<file path="src/rtl/osd_value_bcd.sv">
// osd_value_bcd: holds a signed measurement and converts it once per frame
// into a sign flag and four BCD digits for the on-screen digit window.
//
// The conversion uses a serial shift-add-3 (double-dabble) engine. It starts
// at a frame_sync strobe when a captured value is pending. The output
// registers update together in a single LOAD cycle, so the digit window
// never shows a partially converted number.
//
// Ports:
//   clk          pixel clock, shared with the digit window stage
//   rst_n        asynchronous active-low reset
//   value        signed two's-complement measurement (W bits)
//   value_valid  single-cycle strobe that captures value
//   frame_sync   single-cycle strobe at the start of vertical blanking
//   znak         displayed sign, 1 = negative
//   cifra_XXXX   thousands digit; cifra_XXX hundreds; cifra_XX tens;
//   cifra_X      units digit (all BCD)
//   ovf          displayed magnitude was saturated to MAXV
//   busy         conversion in progress
module osd_value_bcd #(
  parameter int unsigned W    = 16,
  parameter int unsigned MAXV = 9999
) (
  input  logic         clk,
  input  logic         rst_n,
  input  logic [W-1:0] value,
  input  logic         value_valid,
  input  logic         frame_sync,
  output logic         znak,
  output logic [3:0]   cifra_XXXX,
  output logic [3:0]   cifra_XXX,
  output logic [3:0]   cifra_XX,
  output logic [3:0]   cifra_X,
  output logic         ovf,
  output logic         busy
);

  localparam logic [W:0]  MaxvWide = (W+1)'(MAXV);
  localparam logic [13:0] MaxvMag  = 14'(MAXV);

  typedef enum logic [1:0] {StIdle, StConv, StLoad} state_e;

  state_e        state_q, state_d;
  logic [W-1:0]  hold_q, hold_d;
  logic          pending_q, pending_d;
  logic          sign_q, sign_d;
  logic          ovf_w_q, ovf_w_d;
  logic [13:0]   mag_q, mag_d;
  logic [15:0]   bcd_q, bcd_d;
  logic [3:0]    cnt_q, cnt_d;
  logic          znak_q, znak_d;
  logic [15:0]   dig_q, dig_d;
  logic          ovf_q, ovf_d;
  logic          busy_q, busy_d;

  logic [W:0]    ext;
  logic [W:0]    mag_full;
  logic [15:0]   bcd_adj;
  logic          start;

  // Sign-extend by one bit so that the most negative input does not wrap.
  always_comb begin
    ext      = {hold_q[W-1], hold_q};
    mag_full = hold_q[W-1] ? (~ext + 1'b1) : ext;
  end

  // Add-3 correction on every nibble that would overflow past 9 after shifting.
  always_comb begin
    bcd_adj = bcd_q;
    for (int i = 0; i < 4; i++) begin
      if (bcd_q[4*i +: 4] >= 4'd5) begin
        bcd_adj[4*i +: 4] = bcd_q[4*i +: 4] + 4'd3;
      end
    end
  end

  assign start = (state_q == StIdle) && frame_sync && pending_q;

  always_comb begin
    state_d   = state_q;
    hold_d    = hold_q;
    pending_d = pending_q;
    sign_d    = sign_q;
    ovf_w_d   = ovf_w_q;
    mag_d     = mag_q;
    bcd_d     = bcd_q;
    cnt_d     = cnt_q;
    znak_d    = znak_q;
    dig_d     = dig_q;
    ovf_d     = ovf_q;
    busy_d    = busy_q;

    // A start clears pending, but a capture on the same edge re-arms it.
    if (start) begin
      pending_d = 1'b0;
    end
    if (value_valid) begin
      hold_d    = value;
      pending_d = 1'b1;
    end

    unique case (state_q)
      StIdle: begin
        if (start) begin
          state_d = StConv;
          sign_d  = hold_q[W-1];
          if (mag_full > MaxvWide) begin
            mag_d   = MaxvMag;
            ovf_w_d = 1'b1;
          end else begin
            mag_d   = mag_full[13:0];
            ovf_w_d = 1'b0;
          end
          bcd_d  = '0;
          cnt_d  = '0;
          busy_d = 1'b1;
        end
      end
      StConv: begin
        bcd_d = {bcd_adj[14:0], mag_q[13]};
        mag_d = {mag_q[12:0], 1'b0};
        cnt_d = cnt_q + 4'd1;
        if (cnt_q == 4'd13) begin
          state_d = StLoad;
        end
      end
      StLoad: begin
        dig_d   = bcd_q;
        znak_d  = sign_q & (bcd_q != 16'd0);
        ovf_d   = ovf_w_q;
        busy_d  = 1'b0;
        state_d = StIdle;
      end
      default: begin
        state_d = StIdle;
      end
    endcase
  end

  always_ff @(posedge clk or negedge rst_n) begin
    if (!rst_n) begin
      state_q   <= StIdle;
      hold_q    <= '0;
      pending_q <= 1'b0;
      sign_q    <= 1'b0;
      ovf_w_q   <= 1'b0;
      mag_q     <= '0;
      bcd_q     <= '0;
      cnt_q     <= '0;
      znak_q    <= 1'b0;
      dig_q     <= '0;
      ovf_q     <= 1'b0;
      busy_q    <= 1'b0;
    end else begin
      state_q   <= state_d;
      hold_q    <= hold_d;
      pending_q <= pending_d;
      sign_q    <= sign_d;
      ovf_w_q   <= ovf_w_d;
      mag_q     <= mag_d;
      bcd_q     <= bcd_d;
      cnt_q     <= cnt_d;
      znak_q    <= znak_d;
      dig_q     <= dig_d;
      ovf_q     <= ovf_d;
      busy_q    <= busy_d;
    end
  end

  assign znak       = znak_q;
  assign cifra_XXXX = dig_q[15:12];
  assign cifra_XXX  = dig_q[11:8];
  assign cifra_XX   = dig_q[7:4];
  assign cifra_X    = dig_q[3:0];
  assign ovf        = ovf_q;
  assign busy       = busy_q;

endmodule
</file>
<file path="config.mk">
export PLATFORM = sky130hd
export DESIGN_NAME = osd_value_bcd
export DESIGN_NICKNAME = d
export VERILOG_FILES = /design/src/rtl/osd_value_bcd.sv
export SDC_FILE = /design/constraint.sdc
export NUM_CORES = 1
export LEC_CHECK = 0
export CORE_UTILIZATION = 45
export CTS_BUF_LIST = sky130_fd_sc_hd__clkbuf_8
export DETAILED_ROUTE_END_ITERATION = 16
export PLACE_DENSITY = 0.68
export SETUP_SLACK_MARGIN = 0.15
export SYNTH_ARGS = -nofsm -noshare
export SYNTH_HDL_FRONTEND = slang
export SYNTH_SLANG_ARGS = --single-unit
export TNS_END_PERCENT = 10
</file>
<file path="constraint.sdc">
create_clock -name clk -period 2.7 [get_ports clk]
set_input_delay 0.81 -clock clk [delete_from_list [all_inputs] [get_ports clk]]
set_output_delay 0.81 -clock clk [all_outputs]
set_load 0.02 [all_outputs]
</file>
==> results by group <==
Job
  – Max Cap Violations: 0

Routing
  – Router iterations before antenna repair: 4
  – WL/cell: 15.22 µm
  – Initial DRC Count: 154
  – Vias: 3050
  – Routed Antenna Nets: 0
  – Vias/cell: 5.638
  – Final wirelength: 8232 µm
  – DRC Markers: 0

Setup path
  – Worst reg-to-reg path cell count: 9
  – Critical path data arrival time: 2.79 ns
  – Slowest stage delay, CP: 0.41 ns
  – Critical Path RT: 2.93 ns
  – Crit path cell chain: inv_1 -> ha_2 -> nor3b_4 -> mux2_2 -> a32o_1 -> a221oi_2 -> nor3_2 -> buf_6 -> a221o_2
  – Max FO, Critical Path: 12
  – WP buf/inv: 2
  – Worst path slowest cell: dfrtp_1
  – Critical path depth in cells: 9
  – Crit path kind: flop to flop
  – CP Capture Type: flop
  – CP Launch Type: flop
  – Largest delay share family, worst path: compound AO/OA/AOI/OAI gates

Floorplanning
  – Num rows: 33
  – Die height: 95.05 µm
  – Area of the core: 8299 µm²
  – Die area: 9035 µm²
  – Die extent in x: 95.05 µm
  – # IOs: 39
  – Initial Util: 46.95%

Clock network
  – CTS sink cnt: 74
  – H-tree levels: 3
  – # hold bufs at CTS: 0
  – CTS clk-pin slew, worst paths: 0.08 ns
  – CTS Buf Count: 9
  – TritonCTS clock tree: done
  – Clk Latency, worst-skew pair: 0.36 ns
  – Clk root buf: clkbuf_8
  – Clk buf depth: 2

Global routing
  – First-pass GRT wire length: 14100 µm
  – Vias in the first global route: 2907
  – Gr ovfl total: 0
  – Largest net degree at the start of global routing: 49
  – Initial antenna violation count: 0
  – GRT Util Overall: 20.45%

Power and ir drop
  – Switching pwr: 0.001590 W
  – Power Density: 925.1 nW/µm²
  – Sequential share of power: 39.1%
  – Overall Power: 0.004438 W
  – Clock power frac: 23.6%
  – Logic pwr share: 37.4%
  – Leak: 2.092 nW
  – Switching Fraction: 35.83%
  – P_int: 0.002848 W
  – Peak supply drop: 0.4196 mV

STA
  – Worst slew pin tran: 0.8879 ns
  – Setup violators final: 0
  – Max-slew violation count: 0
  – Fmax: 391.0 MHz
  – Slew HR: 40.81%
  – RSZ-0062 raised after global routing: yes
  – Worst clock skew: 0.01014 ns
  – Final TNS setup: 0 ns
  – Worst Slack Setup Final: 0.1426 ns
  – Fin crit period: 2.557 ns
  – Hold Fails Final Rpt: 0
  – Final period util: 94.72%

Synthesis
  – Post-synthesis cell area: 3896 µm²
  – Synthesized Nets: 419
  – Synth unique cells: 50
  – Asr flop ratio synth: 100.0%
  – Post-synthesis instance total: 385
  – Most frequently used flop master after synthesis: dfrtp_1
  – Post-synth EDFFs: 0
  – Yosys Warn Count: 0
  – Sequential fraction of the synthesis area: 47.53%
  – Yosys reg bits: 74
  – Largest family of logic cells by synthesized area: simple AND/OR/NAND/NOR gates
  – Synth Area in Adders: 4.496%
  – XOR/XNOR share of the synthesized area: 4.046%
  – Simple-gate share of the synthesized area: 16.09%
  – Synthesized area per cell: 10.12 µm²
  – Compound-Gate Fraction of Synth Area: 15.83%
  – Post-synthesis mux area share: 7.707%

Placement
  – Buffers on Ports: 38
  – Hpwl dp: 5674 µm
  – Routability congestion estimate: 0.8546
  – Pre-CTS setup slack: 0.04228 ns

Finish
  – Most frequent cells in the layout: 74 x dfrtp_1, 37 x clkdlybuf4s50_1, 36 x nand2_1, 34 x o21ai_0, 25 x buf_4
  – Most common cell after layout, fill and taps aside: dfrtp_1
  – Ant diodes: 0
  – Final design utilization: 57.80%
  – Nets: 466
  – Layout cells sized above 1: 19.95%
  – Synthesis-to-layout area growth: 23.12%
  – Fillers: 702

Hold path
  – HP Class: primary input to asynchronous set/reset pin

Status
  – Status: finished, final reports clean
## power groups by stage
stage	logic, W	clock network, W	registers (W)
3_5_place_dp	0.00163	0	0.00176
5_1_grt	0.00187	0.00111	0.00179
3_3_place_gp	0.00159	0	0.00174
2_1_floorplan	0.00109	0	0.00176
6_report	0.00166	0.00105	0.00173
4_1_cts	0.00166	0.00106	0.00174
## sequential cells by signal, indices dropped and copies added, names as in the netlist
signal,cells
znak,1
sign_q,1
hold_q,16
cnt_q,4
pending_q,1
dig_q,16
ovf_w_q,1
state_q,2
ovf,1
mag_q,14
bcd_q,16
busy,1
## per-layer routing
| layer | part of all wire [%] | up-vias | track usage, % | wire length (µm) |
|---|---|---|---|---|
| met5 | 0 | - | 0 | 0 |
| met4 | 1.7 | 0 | 6.692 | 138 |
| met3 | 4.9 | 15 | 5.901 | 407 |
| met2 | 48 | 91 | 34.17 | 3991 |
| met1 | 45 | 1464 | 25.38 | 3694 |
| li1 | - | 1480 | - | - |
## stage by stage
stage	hold slack, ns	area [µm²]	cells
after floorplan	0.4401	3901	385
after global placement	0.4596	4467	522
after detailed placement	0.4631	4467	522
after CTS	0.4313	4760	539
final	0.4225	4797	541
after global routing	0.4414	4797	541
## worst register-to-register path, cell delays in order, from the launching register on
cell	delay (ns)
dfrtp_1	0.41
inv_1	0.09
ha_2	0.19
nor3b_4	0.21
mux2_2	0.36
a32o_1	0.30
a221oi_2	0.32
nor3_2	0.09
buf_6	0.15
a221o_2	0.33
## synth_stat cells (all sizes together), types with 3 or more instances
library cell  count  share of area (%)
nand2b            5               0.80
o22ai             3               0.48
nand2            36                3.5
mux2             24                6.9
or4               4               0.96
buf               6                1.0
xnor2            13                2.9
o21ai            37                4.8
nor2b             7                1.1
inv              11                1.1
clkbuf           23                2.2
o31ai             6                1.2
ha               14                4.5
xor2              5                1.1
o41ai             4                1.4
or3               4               0.64
and3              8                1.3
nor2             19                1.8
a21oi            14                1.8
mux2i             3               0.77
nand3            18                2.3
nor3              7                1.0
a221o             6                1.6
a32o              6                1.5
dfrtp            74                 48
## path summary, 6_finish.rpt
kind	from	end	slack, ns
worst max-delay path	hold_q[1]	mag_q[4]	0.14
worst min-delay path	rst_n	dig_q[4]	0.42
worst max register to register	hold_q[1]	mag_q[4]	0.14
worst min register to register	busy	busy	0.48
max in group asynchronous	rst_n	mag_q[10]	1.52
min in group clk	busy	busy	0.48
## cells by family after synthesis
kind of cell / count (synthesis)
mux: 27
simple gates: 121
fa+ha+maj: 14
compound gates: 91
buf+inv: 40
xor+xnor: 18
flops: 74
## repair_timing
action                                  4_1_cts  5_1_grt
gates cloned                                  0        0
pin swaps                                     2        1
endpoints found under the setup margin        6       15
setup buffers                                 2        2
resized for setup                             8        6
## final cells by class
| cell class | instances | area, µm² | share of cell area [%] |
|---|---|---|---|
| Clock inverter | 6 | 116.4 | 2.426 |
| Clock buffer | 9 | 123.9 | 2.582 |
| Multi-Input combinational cell | 271 | 1938 | 40.40 |
| Sequential cell | 74 | 1852 | 38.60 |
| Tap cell | 105 | 131.4 | 2.739 |
| Inverter | 11 | 41.29 | 0.8607 |
| Timing Repair Buffer | 65 | 594.3 | 12.39 |
(Power assumes the default switching activity.)
==> edit (same settings) <==
Reset style: synchronous (`rst_n`), changed in one clocked block. Comments in the files are not updated.
--- a/src/rtl/osd_value_bcd.sv
+++ b/src/rtl/osd_value_bcd.sv
@@ -137,7 +137,7 @@
     endcase
   end
 
-  always_ff @(posedge clk or negedge rst_n) begin
+  always_ff @(posedge clk) begin
     if (!rst_n) begin
       state_q   <= StIdle;
       hold_q    <= '0;
Check against the original RTL: differs if rst_n is asserted again (counterexample within 4 cycles, from zero or initial values and one cycle with rst_n low); with rst_n held inactive, the same outputs for 10 cycles.
==> edit against the original RTL <==
Cell count rose by 12%. Die area decreased by 0.98%. Sequential cell count is the same. Count of clock-buffer cells in the layout stayed put. Design area shrank 4.8%. Synthesized area down 1.0%. Routed wire length down 1.7%. Worst setup slack better by 0.11 ns. Sequential share of layout area fell by 6.1 points. Synthesized cell count increased by 20%. Via count grew 5.3%.
Power is not compared: it rests on default switching activity, and its combinational part moved more than twofold at a synthesized area within 25%.
==> edit: results (changes against the original RTL) <==
Outcome - finished clean (unchanged)
Yosys warning total - 0 (unchanged)
Pre-CTS setup slack - 0.149 ns (was 0.0423 ns)
Post-DP Area - 4340 um2 (was 4470 um2)
Gpl congestion - 0.813 (was 0.855)
Worst-path clk slew - 0.08 ns (about the same)
Synth top area cells - dfxtp_1 (38%), nand2_1 (6.3%), a21boi_0 (5.3%), mux2i_1 (4.9%), o21ai_0 (4.7%) (was dfrtp_1 (48%), mux2_2 (6.9%), o21ai_0 (4.8%), ha_1 (4.5%), nand2_1 (3.5%))
Slowest cell delay on critical path - 0.42 ns
Crit path DAT - 2.69 ns (was 2.79 ns)
Worst Max-Slew Pin Slew - 0.790 ns (was 0.888 ns)
CTS root buf - clkbuf_8 (unchanged)
Drt total wl - 8090 um (was 8230 um)
WL per Instance - 13.4 um (was 15.2 um)
Ratio of cells with drive above 1 in the final layout - 9.98% (was 20.0%)
NetSw - 0.609 mW
Cts bufs inserted - 9 (unchanged)
Max VDD drop - 0.295 mV
Ys async rst share - 0% (was 100%)
Final setup violation count - 0 (unchanged)
Syn Inst Count - 461 (was 385)
# fillers - 814 (was 702)
# H-tree levels - 3 (unchanged)
Nets - 530 (was 466)
Leak - 1.65 nW
Worst hold path class - reg -> reg (was in -> async)
Most instantiated cells after synthesis - dfxtp_1 (74), nand2_1 (65), o21ai_0 (36), a21boi_0 (27) (was dfrtp_1 (74), o21ai_0 (37), nand2_1 (36), mux2_2 (24), clkbuf_1 (23))
Net Count, Synth - 495 (was 419)
Vias/cell - 5.30 (was 5.64)
Family with the most delay on the worst path - simple AND/OR/NAND/NOR gates (was compound AO/OA/AOI/OAI gates)
CP max FO - 8 (was 12)
Antenna cell count - 0 (unchanged)
First-pass GRT wire length - 13700 um (was 14100 um)
Critical-path top delay cell - mux2i_2 (was dfrtp_1)
Placed Cells - 587 (was 522)
Hpwl dp - 5600 um (was 5670 um)
Regs by FF count - bcd_q x16, dig_q x16, hold_q x16 (unchanged)
Largest net degree at the start of global routing - 36 (was 49)
Register area share after synthesis - 38.4% (was 47.5%)
Number of global-route vias before repair - 2948 (was 2907)
Worst Skew - 0.00772 ns (was 0.0101 ns)
Initial antenna violation count - 0 (unchanged)
Tot GR Track Use - 19.7% (was 20.4%)
Unique masters post-synth - 53 (was 50)
Clk_lat worst skew - 0.35 ns
Initial DRC Count - 130 (was 154)
I/O Buffers - 38 (unchanged)
edit: kinds of logic after synthesis:
kind of cell | count (synthesis) | share of synthesized area (%)
AOI/OAI and AO/OA | 112 | 18.9
adders and majority gates | 14 | 4.54
muxes | 19 | 4.93
and+or+nand+nor | 181 | 24.5
xor gates and xnor gates | 19 | 4.31
DFF | 74 | 38.4
buffers and inverters | 42 | 4.41
edit: cell type report:
type / count / area [um2] / area share [%]
Tap cell: 105 / 131 / 2.88
Multi-Input combinational cell: 345 / 2240 / 49.1
Inverter: 12 / 45.0 / 0.987
Sequential cell: 74 / 1480 / 32.5
Clock buffer: 9 / 124 / 2.71
Clock inverter: 7 / 45.0 / 0.987
Timing Repair Buffer: 54 / 495 / 10.9
edit: worst register-to-register path, delay by kind of cell (launching register included):
| kind | cells | cell delay [ns] |
|---|---|---|
| buffers and inverters | 3 | 0.43 |
| flip-flops | 1 | 0.39 |
| AND/OR/NAND/NOR | 3 | 0.47 |
| adder cells (fa/ha/maj) | 1 | 0.23 |
| multiplexers | 1 | 0.43 |
| AO/OA/AOI/OAI | 2 | 0.39 |
edit: timing repair:
item,CTS,global route
setup buffers,0,3
endpoints found under the hold margin,0,0
cloned,0,0
pin swaps,1,2
gates resized for setup,2,8
endpoints found under the setup margin,3,14
edit: worst paths after layout:
path | endpoint | startpoint | depth (start not counted) | slack [ns]
hold / removal | mag_q[9] | mag_q[8] | 2 | 0.46
setup reg to reg | mag_q[7] | hold_q[0] | 10 | 0.25
hold reg to reg | mag_q[9] | mag_q[8] | 2 | 0.46
setup / recovery | mag_q[7] | hold_q[0] | 10 | 0.25
edit: power groups by stage:
stage | clock network, mW | registers, mW | logic [mW]
6_report | 0.751 | 1.16 | 0.293
3_3_place_gp | 0 | 1.18 | 0.274
4_1_cts | 0.790 | 1.16 | 0.282
2_1_floorplan | 0 | 1.17 | 0.202
3_5_place_dp | 0 | 1.18 | 0.280
5_1_grt | 0.831 | 1.16 | 0.325
edit: metal layers:
layer	wire, um	global-route usage [%]	vias to the layer above
met5	0	0	-
met2	3970	34.5	55
met3	255	5.39	13
met4	136	7.83	0
met1	3730	22.7	1476
li1	-	-	1669
